[src/rtl/resp_tx.sv]
// resp_tx - response transmitter for the SUMP-compatible analyzer.
//
// Serialises decoder responses into a byte stream for the UART transmitter:
//   * ID string "1ALS" on an id_i pulse
//   * 23-byte metadata block on an rd_meta_i pulse
//   * captured 32-bit sample words, LSB group first, skipping disabled groups
// Output is paused by xoff_i and resumed by xon_i.
//
// Ports:
//   clk_i      system clock
//   rst_in     asynchronous active-low reset
//   sft_rst_i  synchronous soft reset (highest priority)
//   id_i       pulse: queue the ID string
//   rd_meta_i  pulse: queue the metadata block
//   xon_i      pulse: resume output
//   xoff_i     pulse: pause output (wins over xon_i)
//   grp_en_i   channel-group enables, bit i keeps byte i of a sample word
//   dat_i      sample word
//   dat_stb_i  sample word valid
//   dat_rdy_o  sample word accepted this cycle if dat_stb_i is high
//   tx_dat_o   byte to the UART
//   tx_stb_o   tx_dat_o valid
//   tx_rdy_i   UART accepts the byte
//   busy_o     a sequence is running or a request is pending
module resp_tx #(
    parameter int unsigned NUM_PROBES     = 32,
    parameter int unsigned SMPL_MEM_BYTES = 4096,
    parameter int unsigned MAX_RATE       = 100000000
) (
    input  logic        clk_i,
    input  logic        rst_in,
    input  logic        sft_rst_i,
    input  logic        id_i,
    input  logic        rd_meta_i,
    input  logic        xon_i,
    input  logic        xoff_i,
    input  logic [3:0]  grp_en_i,
    input  logic [31:0] dat_i,
    input  logic        dat_stb_i,
    output logic        dat_rdy_o,
    output logic [7:0]  tx_dat_o,
    output logic        tx_stb_o,
    input  logic        tx_rdy_i,
    output logic        busy_o
);

    typedef enum logic [1:0] {
        ST_IDLE = 2'd0,
        ST_ID   = 2'd1,
        ST_META = 2'd2,
        ST_WORD = 2'd3
    } state_t;

    localparam logic [4:0]  ID_LEN   = 5'd4;
    localparam logic [4:0]  META_LEN = 5'd23;
    localparam logic [31:0] PROBES_W = 32'(NUM_PROBES);
    localparam logic [31:0] MEM_W    = 32'(SMPL_MEM_BYTES);
    localparam logic [31:0] RATE_W   = 32'(MAX_RATE);

    function automatic logic [7:0] id_byte(input logic [1:0] i);
        case (i)
            2'd0:    id_byte = 8'h31;
            2'd1:    id_byte = 8'h41;
            2'd2:    id_byte = 8'h4C;
            default: id_byte = 8'h53;
        endcase
    endfunction

    // Metadata: device name, then three 32-bit big-endian keys, then end marker.
    function automatic logic [7:0] meta_byte(input logic [4:0] i);
        case (i)
            5'd0:    meta_byte = 8'h01;
            5'd1:    meta_byte = 8'h6C;
            5'd2:    meta_byte = 8'h6F;
            5'd3:    meta_byte = 8'h67;
            5'd4:    meta_byte = 8'h49;
            5'd5:    meta_byte = 8'h50;
            5'd6:    meta_byte = 8'h00;
            5'd7:    meta_byte = 8'h20;
            5'd8:    meta_byte = PROBES_W[31:24];
            5'd9:    meta_byte = PROBES_W[23:16];
            5'd10:   meta_byte = PROBES_W[15:8];
            5'd11:   meta_byte = PROBES_W[7:0];
            5'd12:   meta_byte = 8'h21;
            5'd13:   meta_byte = MEM_W[31:24];
            5'd14:   meta_byte = MEM_W[23:16];
            5'd15:   meta_byte = MEM_W[15:8];
            5'd16:   meta_byte = MEM_W[7:0];
            5'd17:   meta_byte = 8'h23;
            5'd18:   meta_byte = RATE_W[31:24];
            5'd19:   meta_byte = RATE_W[23:16];
            5'd20:   meta_byte = RATE_W[15:8];
            5'd21:   meta_byte = RATE_W[7:0];
            default: meta_byte = 8'h00;
        endcase
    endfunction

    state_t      state_reg, state_next, seq_state;
    logic [4:0]  idx_reg, idx_next, seq_idx;
    logic [3:0]  rem_reg, rem_next, seq_rem;     // groups of the word still to send
    logic [31:0] word_reg, word_next, word_eff;
    logic        tx_stb_reg, tx_stb_next;
    logic [7:0]  tx_dat_reg, tx_dat_next, seq_byte;
    logic        pause_reg, pause_next;
    logic        pend_id_reg, pend_id_next;
    logic        pend_meta_reg, pend_meta_next;
    logic        slot_free, seq_have, can_accept;
    logic [1:0]  low_sel;
    logic [7:0]  lane [4];

    assign can_accept = (state_reg == ST_IDLE) && !pend_id_reg && !pend_meta_reg;
    assign dat_rdy_o  = can_accept && !sft_rst_i;
    assign busy_o     = (state_reg != ST_IDLE) || pend_id_reg || pend_meta_reg;
    assign tx_stb_o   = tx_stb_reg;
    assign tx_dat_o   = tx_dat_reg;

    // The first byte of a word is taken straight from dat_i on the accepting
    // edge, so the lanes look at the incoming word while a word can be accepted.
    assign word_eff = can_accept ? dat_i : word_reg;

    genvar gi;
    generate
        for (gi = 0; gi < 4; gi++) begin : g_lane
            assign lane[gi] = word_eff[8*gi +: 8];
        end
    endgenerate

    always_comb begin
        state_next     = state_reg;
        idx_next       = idx_reg;
        rem_next       = rem_reg;
        word_next      = word_reg;
        tx_stb_next    = tx_stb_reg;
        tx_dat_next    = tx_dat_reg;
        pend_id_next   = pend_id_reg | id_i;
        pend_meta_next = pend_meta_reg | rd_meta_i;
        seq_state      = state_reg;
        seq_idx        = idx_reg;
        seq_rem        = rem_reg;
        seq_have       = 1'b0;
        seq_byte       = 8'h00;
        low_sel        = 2'd0;

        if (xoff_i)     pause_next = 1'b1;
        else if (xon_i) pause_next = 1'b0;
        else            pause_next = pause_reg;

        // The output slot can take a new byte if empty or emptying on this edge.
        slot_free = !tx_stb_reg || tx_rdy_i;
        if (tx_stb_reg && tx_rdy_i) tx_stb_next = 1'b0;

        // In IDLE, pick the sequence to start; its first byte can go out now.
        // A request pulse coinciding with its own service collapses into it.
        if (state_reg == ST_IDLE) begin
            if (pend_id_reg) begin
                seq_state    = ST_ID;
                seq_idx      = 5'd0;
                pend_id_next = 1'b0;
            end else if (pend_meta_reg) begin
                seq_state      = ST_META;
                seq_idx        = 5'd0;
                pend_meta_next = 1'b0;
            end else if (dat_stb_i) begin
                seq_state = ST_WORD;
                seq_rem   = grp_en_i;
                word_next = dat_i;
            end
        end

        for (int i = 3; i >= 0; i--) begin
            if (seq_rem[i]) low_sel = 2'(i);
        end

        case (seq_state)
            ST_ID: begin
                seq_have = (seq_idx < ID_LEN);
                seq_byte = id_byte(seq_idx[1:0]);
            end
            ST_META: begin
                seq_have = (seq_idx < META_LEN);
                seq_byte = meta_byte(seq_idx);
            end
            ST_WORD: begin
                seq_have = |seq_rem;
                seq_byte = lane[low_sel];
            end
            default: ;
        endcase

        if (seq_state != ST_IDLE && slot_free) begin
            if (seq_have && !pause_next) begin
                state_next  = seq_state;
                idx_next    = seq_idx + 5'd1;
                rem_next    = seq_rem & ~(4'b0001 << low_sel);
                tx_stb_next = 1'b1;
                tx_dat_next = seq_byte;
            end else if (!seq_have && state_reg != ST_IDLE) begin
                // Last byte has left (or an empty word): back to IDLE; pending
                // requests are looked at from IDLE on the following edge.
                state_next = ST_IDLE;
                idx_next   = 5'd0;
                rem_next   = 4'd0;
            end else begin
                state_next = seq_state;
                idx_next   = seq_idx;
                rem_next   = seq_rem;
            end
        end

        if (sft_rst_i) begin
            state_next     = ST_IDLE;
            idx_next       = 5'd0;
            rem_next       = 4'd0;
            word_next      = 32'd0;
            tx_stb_next    = 1'b0;
            tx_dat_next    = 8'h00;
            pause_next     = 1'b0;
            pend_id_next   = 1'b0;
            pend_meta_next = 1'b0;
        end
    end

    always_ff @(posedge clk_i or negedge rst_in) begin
        if (!rst_in) begin
            state_reg     <= ST_IDLE;
            idx_reg       <= 5'd0;
            rem_reg       <= 4'd0;
            word_reg      <= 32'd0;
            tx_stb_reg    <= 1'b0;
            tx_dat_reg    <= 8'h00;
            pause_reg     <= 1'b0;
            pend_id_reg   <= 1'b0;
            pend_meta_reg <= 1'b0;
        end else begin
            state_reg     <= state_next;
            idx_reg       <= idx_next;
            rem_reg       <= rem_next;
            word_reg      <= word_next;
            tx_stb_reg    <= tx_stb_next;
            tx_dat_reg    <= tx_dat_next;
            pause_reg     <= pause_next;
            pend_id_reg   <= pend_id_next;
            pend_meta_reg <= pend_meta_next;
        end
    end

endmodule

[config.mk]
export PLATFORM = sky130hd
export DESIGN_NAME = resp_tx
export DESIGN_NICKNAME = d
export VERILOG_FILES = /design/src/rtl/resp_tx.sv
export SDC_FILE = /design/constraint.sdc
export NUM_CORES = 1
export LEC_CHECK = 0
export CAP_MARGIN = 15
export CELL_PAD_IN_SITES_DETAIL_PLACEMENT = 0
export CELL_PAD_IN_SITES_GLOBAL_PLACEMENT = 1
export CORE_UTILIZATION = 40
export DETAILED_ROUTE_END_ITERATION = 6
export PLACE_DENSITY = 0.86
export SLEW_MARGIN = 20
export SYNTH_ARGS = -nofsm -noshare
export SYNTH_HDL_FRONTEND = slang
export SYNTH_SLANG_ARGS = --single-unit
export TNS_END_PERCENT = 1
[constraint.sdc]
create_clock -name clk_i -period 3.46 [get_ports clk_i]
set_input_delay 0.692 -clock clk_i [delete_from_list [all_inputs] [get_ports clk_i]]
set_output_delay 0.692 -clock clk_i [all_outputs]
set_load 0.02 [all_outputs]
# Word level (Yosys, flattened, before mapping)
# Memories as Yosys holds them, arrays and structs flattened.
# Cells that the tools add are included.
# classes
n_mux,56
eq_ne,7
shift,1
addsub,1
reduce_logical,27
bitwise,5
order_cmp,3
# ops
op,n
32-bit 2-to-1 mux,6
8-bit 2-to-1 mux,5
5-bit 2-to-1 mux,7
4-bit 2-to-1 mux,8
2-bit 2-to-1 mux,12
8-bit case mux with 3 select lines,1
7-bit case mux with 3 select lines,1
8-bit binary-select mux with 2-bit select,1
1-bit 2-to-1 mux,14
2-bit nonzero test,6
1-bit logical AND,7
2-bit == test (second input constant),3
1-bit logical NOT,6
5-bit by 1-bit adder with 5-bit output (second input constant),1
5-bit by 3-bit < comparator with 1-bit output (second input constant),1
5-bit < comparator (second input constant),1
4-bit bitwise AND,1
2-bit by 1-bit == test with 1-bit output (second input constant),2
2-bit logical NOT,2
2-bit != test (second input constant),2
4-bit NOT,1
4-bit AND reduction,1
4-bit OR reduction,1
1-bit by 2-bit << shifter with 4-bit output (first input constant),1
other kinds (6),9
# word_totals
mem_count,1
output_inout_bits,11
reg_bits,55
input_bits,45
rom_bits,256
wordCells,110
# memory_table
name,words,word_bits,read_ports,rd_ports_with_merged_regs,wr,line_no,rtl
(name not given),32,8,1,0,0,71,case (i)

# Depth between registers and ports, before layout
# logic_depth
depth_word,16
mapped_depth,12
mapped_depth_nobuf,11

# Worst setup path before layout
# OpenSTA, ideal clock, no wires.
# synth_timing
path_kind,register to register
from,reg state_reg[1]
to,"reg tx_dat_reg[5], in the netlist tx_dat_o[5]"
path_buffers,1
stages_incl_launch_ff,12
t_required_ns,3.334
setup_time_ns,0.126
t_arrival_ns,2.655
setup_slack_ns,0.679
period_less_slack_ns,2.781
path_cell_list,dfrtp_1 clkbuf_1 or2_2 nor2_1 nor2_1 ha_1 nand2b_1 a21oi_1 a2111oi_0 a2111oi_0 a221o_1 a221o_1
# synth_via
elab_chain_len,14
word_cells_on_any_way,40
cone_classes,order compare: 2; eq/ne: 5; mux: 20; bitwise: 1; reduce/logical: 11; memory: 1
# synth_rtl
item,line_no,rtl
start: declaration,98,"state_t state_reg, state_next, seq_state;"
start signal: assignment,235,state_reg <= state_next;
2-bit logical NOT,"111, 154",
4-bit 2-to-1 mux,154,if (state_reg == ST_IDLE) begin
2-bit 2-to-1 mux (4 in series),171,if (seq_rem[i]) low_sel = 2'(i);
2-bit NOT with 3-bit output (implied by the code),185,seq_byte = lane[low_sel];
8-bit binary-select mux with 2-bit select,185,
8-bit 2-to-1 mux (implied by the code) (2 in series),185,
8-bit case mux with 3 select lines,174,case (seq_state)
8-bit 2-to-1 mux,191,if (seq_have && !pause_next) begin
8-bit 2-to-1 mux,190,if (seq_state != ST_IDLE && slot_free) begin
8-bit 2-to-1 mux,210,if (sft_rst_i) begin
end signal: assignment,240,tx_dat_reg <= tx_dat_next;
end: declaration,103,"logic [7:0] tx_dat_reg, tx_dat_next, seq_byte;"
# Parallel ways exist; a longest one is shown, timed or not. The select of a mux whose other input is x is not followed.
# A chain may end at the register's enable or synchronous reset.

# Worst setup path after layout
# layout_timing
from,reg state_reg[0]
to,"reg tx_dat_reg[5], in the netlist tx_dat_o[5]"
# Same word-level chain as after synthesis.

==> impl_metrics.csv <==
group,metric,value,unit
status,status,"finished clean",
worst_setup_path,r2r_slack,0.35,ns
layout,fillCellCount,867,
worst_setup_path,crit_path_end_kind,"flip-flop",
worst_hold_path,hp-class,"in -> async",
synthesis,synthCells,422,
synthesis,ys_ff_latch,55,
layout,diodes,0,
layout,largest_reg_flops,32,
layout,nets,531,
place,place_hpwl,8.137,mm
power_and_ir_drop,power_switching,0.6647,mW
synthesis,synth_fp_nets,476,
routing,drt_iter0_drc,277,
sta,finalSetupTns,0,ns
layout,regArea,1376,um2
power_and_ir_drop,power_density,403.3,nW/um2
power_and_ir_drop,p_clk_share,22.2,%
sta,clock_skew,0.009304,ns
routing,drc_errors,0,
worst_setup_path,r2r_start,"state_reg[0]",
clock_tree,cts_hold_buf,0,
clock_tree,clock_path_buffers,2,
synthesis,synth_async_sr_flop_share,100.0,%
routing,viasPerCell,5.870,
layout,area_growth_syn_to_layout,22.73,%
clock_tree,clkLatencyLatePin,0.32,ns
power_and_ir_drop,intPower,1.139,mW
global_route,grt_pass1_vias,3355,
worst_setup_path,required,3.67,ns
synthesis,yosysSeqAreaShare,37.77,%
die,top_level_ports,56,
routing,wl,10.63,mm
sta,period_share,89.94,%
clock_tree,cts_tree,"done",
sta,finalSetupViolCount,0,
clock_tree,cts_resized,0,
worst_setup_path,crit_fanout,13,
die,fp.dieH,97.44,um
die,dieArea,9495,um2
clock_tree,cts_buffers,5,
routing,vias,3440,
sta,rsz0062_at_grt,"false",
layout,final_cell_mix,"nand2_1, a21oi_1, dfrtp_1",
worst_setup_path,rr_endpoint,"tx_dat_o[5]",
global_route,grt_max_degree,38,
place,preCtsSetupSlack,0.2459,ns
clock_tree,cts-root-buf,"clkbuf_8",
die,num_rows,34,
synthesis,synth_warnings,0,
synthesis,postSynthAreaPerCell,8.634,um2
layout,drive_gt1_share,11.72,%
power_and_ir_drop,sw_frac_of_total,36.86,%
place,place.gp.congestion,0.8928,
global_route,grtUsageTotal,23.23,%
clock_tree,h-tree-depth,2,
sta,hold_slack,0.3609,ns
sta,hold_viol_final,0,
power_and_ir_drop,p_comb_share,36.7,%
worst_setup_path,critPathArrivalTime,3.32,ns
synthesis,synth_ff_type,"dfrtp_1",
routing,ant_nets,0,
worst_setup_path,path_class,"reg -> reg",
power_and_ir_drop,p_seq_share,41.0,%
sta,max_freq,0.3213,GHz
sta,max_slew_margin,43.02,%
die,initial_core_util,41.58,%
routing,routedWlPerCell,18.14,um
layout,multiInputGateArea,2093,um2
global_route,overflow,0,
synthesis,synthesis.area,3643,um2
routing,drt_pass1_iterations,6,
power_and_ir_drop,p_total,1.803,mW
clock_tree,clkSlewWorstSetupHoldPaths,0.11,ns
worst_setup_path,start_kind,"flip-flop",
sta,drv_slew,0,
die,die_w,97.44,um
synthesis,synth_cell_types,53,
sta,fin_ws,0.3479,ns
die,coreArea,8763,um2
power_and_ir_drop,leakage,1.864,nW
global_route,antenna_found_initial,0,
clock_tree,post_cts_buffers,0,
clock_tree,cts_sinks,55,
global_route,grt_pass1_wl,17.57,mm
power_and_ir_drop,ir_drop,0.0002169,V
flow_run,cap_violations,0,
layout,final_common_cell,"nand2_1",
sta,finalCriticalPeriod,3.112,ns
place,numPortBuffers,55,
sta,worstMarginPinSlew,0.8528,ns
worst_setup_path,r2r_cells,11,
synthesis,synth_enable_flop_cells,0,
[per-stage QoR]
step | utilization [%] | instances | instance area, um2
after global placement | 49.89 | 578 | 4372
after global routing | 51.03 | 586 | 4472
after CTS | 51.03 | 586 | 4472
final | 51.03 | 586 | 4472
after detailed placement | 49.89 | 578 | 4372
after floorplan | - | 422 | 3643
[metal layers]
layer	track usage, %	vias up	routed length, um
met4	3.054	0	57
met3	3.309	5	655
met5	0	-	0
met2	37.28	130	4992
met1	34.18	1657	4923
li1	-	1648	-
[worst max-delay path by stage]
| stage | start | end | cells after the start |
|---|---|---|---|
| finish | state_reg[0] | tx_dat_o[5] | 11 |
| global route | state_reg[0] | tx_dat_o[5] | 12 |
| detailed placement | dat_stb_i | tx_dat_o[5] | 8 |
| CTS | state_reg[0] | tx_dat_o[5] | 11 |
| floorplan | state_reg[1] | tx_dat_o[5] | 11 |
| global placement | dat_stb_i | tx_dat_o[5] | 8 |
[cells by family (layout without fill, tap and decap cells)]
kind of cell | count (synthesis) | in the layout | share of synthesized area, %
adder cells (fa/ha/maj) | 9 | 9 | 3.091
flip-flops | 55 | 55 | 37.77
multiplexers | 19 | 19 | 9.135
AO/OA/AOI/OAI | 134 | 134 | 24.69
buffers and inverters | 43 | 99 | 4.842
AND/OR/NAND/NOR | 162 | 162 | 20.47
[Yosys cell counts (all sizes together), types with 6 or more instances]
library cell / number / share of area, %
ha: 9 / 3.1
dfrtp: 55 / 38
a221o: 11 / 3.0
a211oi: 8 / 1.8
nand2: 85 / 8.8
nor2: 29 / 3.1
inv: 13 / 1.3
nor4: 7 / 1.6
o311ai: 6 / 1.4
clkbuf: 26 / 2.7
nand2b: 6 / 1.0
and2: 7 / 1.2
a31oi: 6 / 1.0
o21ai: 13 / 1.8
a21oi: 56 / 7.7
mux4: 11 / 6.8
[power groups by stage]
stage / registers (mW) / clock network, mW / logic (mW)
after floorplan: 0.740 / 0 / 0.415
after global placement: 0.751 / 0 / 0.654
after detailed placement: 0.752 / 0 / 0.658
after CTS: 0.740 / 0.408 / 0.660
after global routing: 0.748 / 0.435 / 0.725
final: 0.740 / 0.401 / 0.663
[critical path: stages, from the launching register on]
cell and delay (ns):
dfrtp_1 0.49, buf_4 0.22, or2_2 0.29, nor2_1 0.20, nor2_1 0.15, ha_1 0.30, nand2b_1 0.12, a21oi_1 0.07
a2111oi_0 0.40, a2111oi_0 0.18, a221o_1 0.29, a221o_1 0.29
[cell type report]
cell class,count,share of cell area (%)
Clock inverter,3,0.6995
Multi-Input combinational cell,324,46.81
Timing Repair Buffer,78,16.06
Sequential cell,55,30.78
Tap cell,108,3.022
Clock buffer,5,1.539
Inverter,13,1.091
Note: power is estimated with default switching activity, not from simulation.
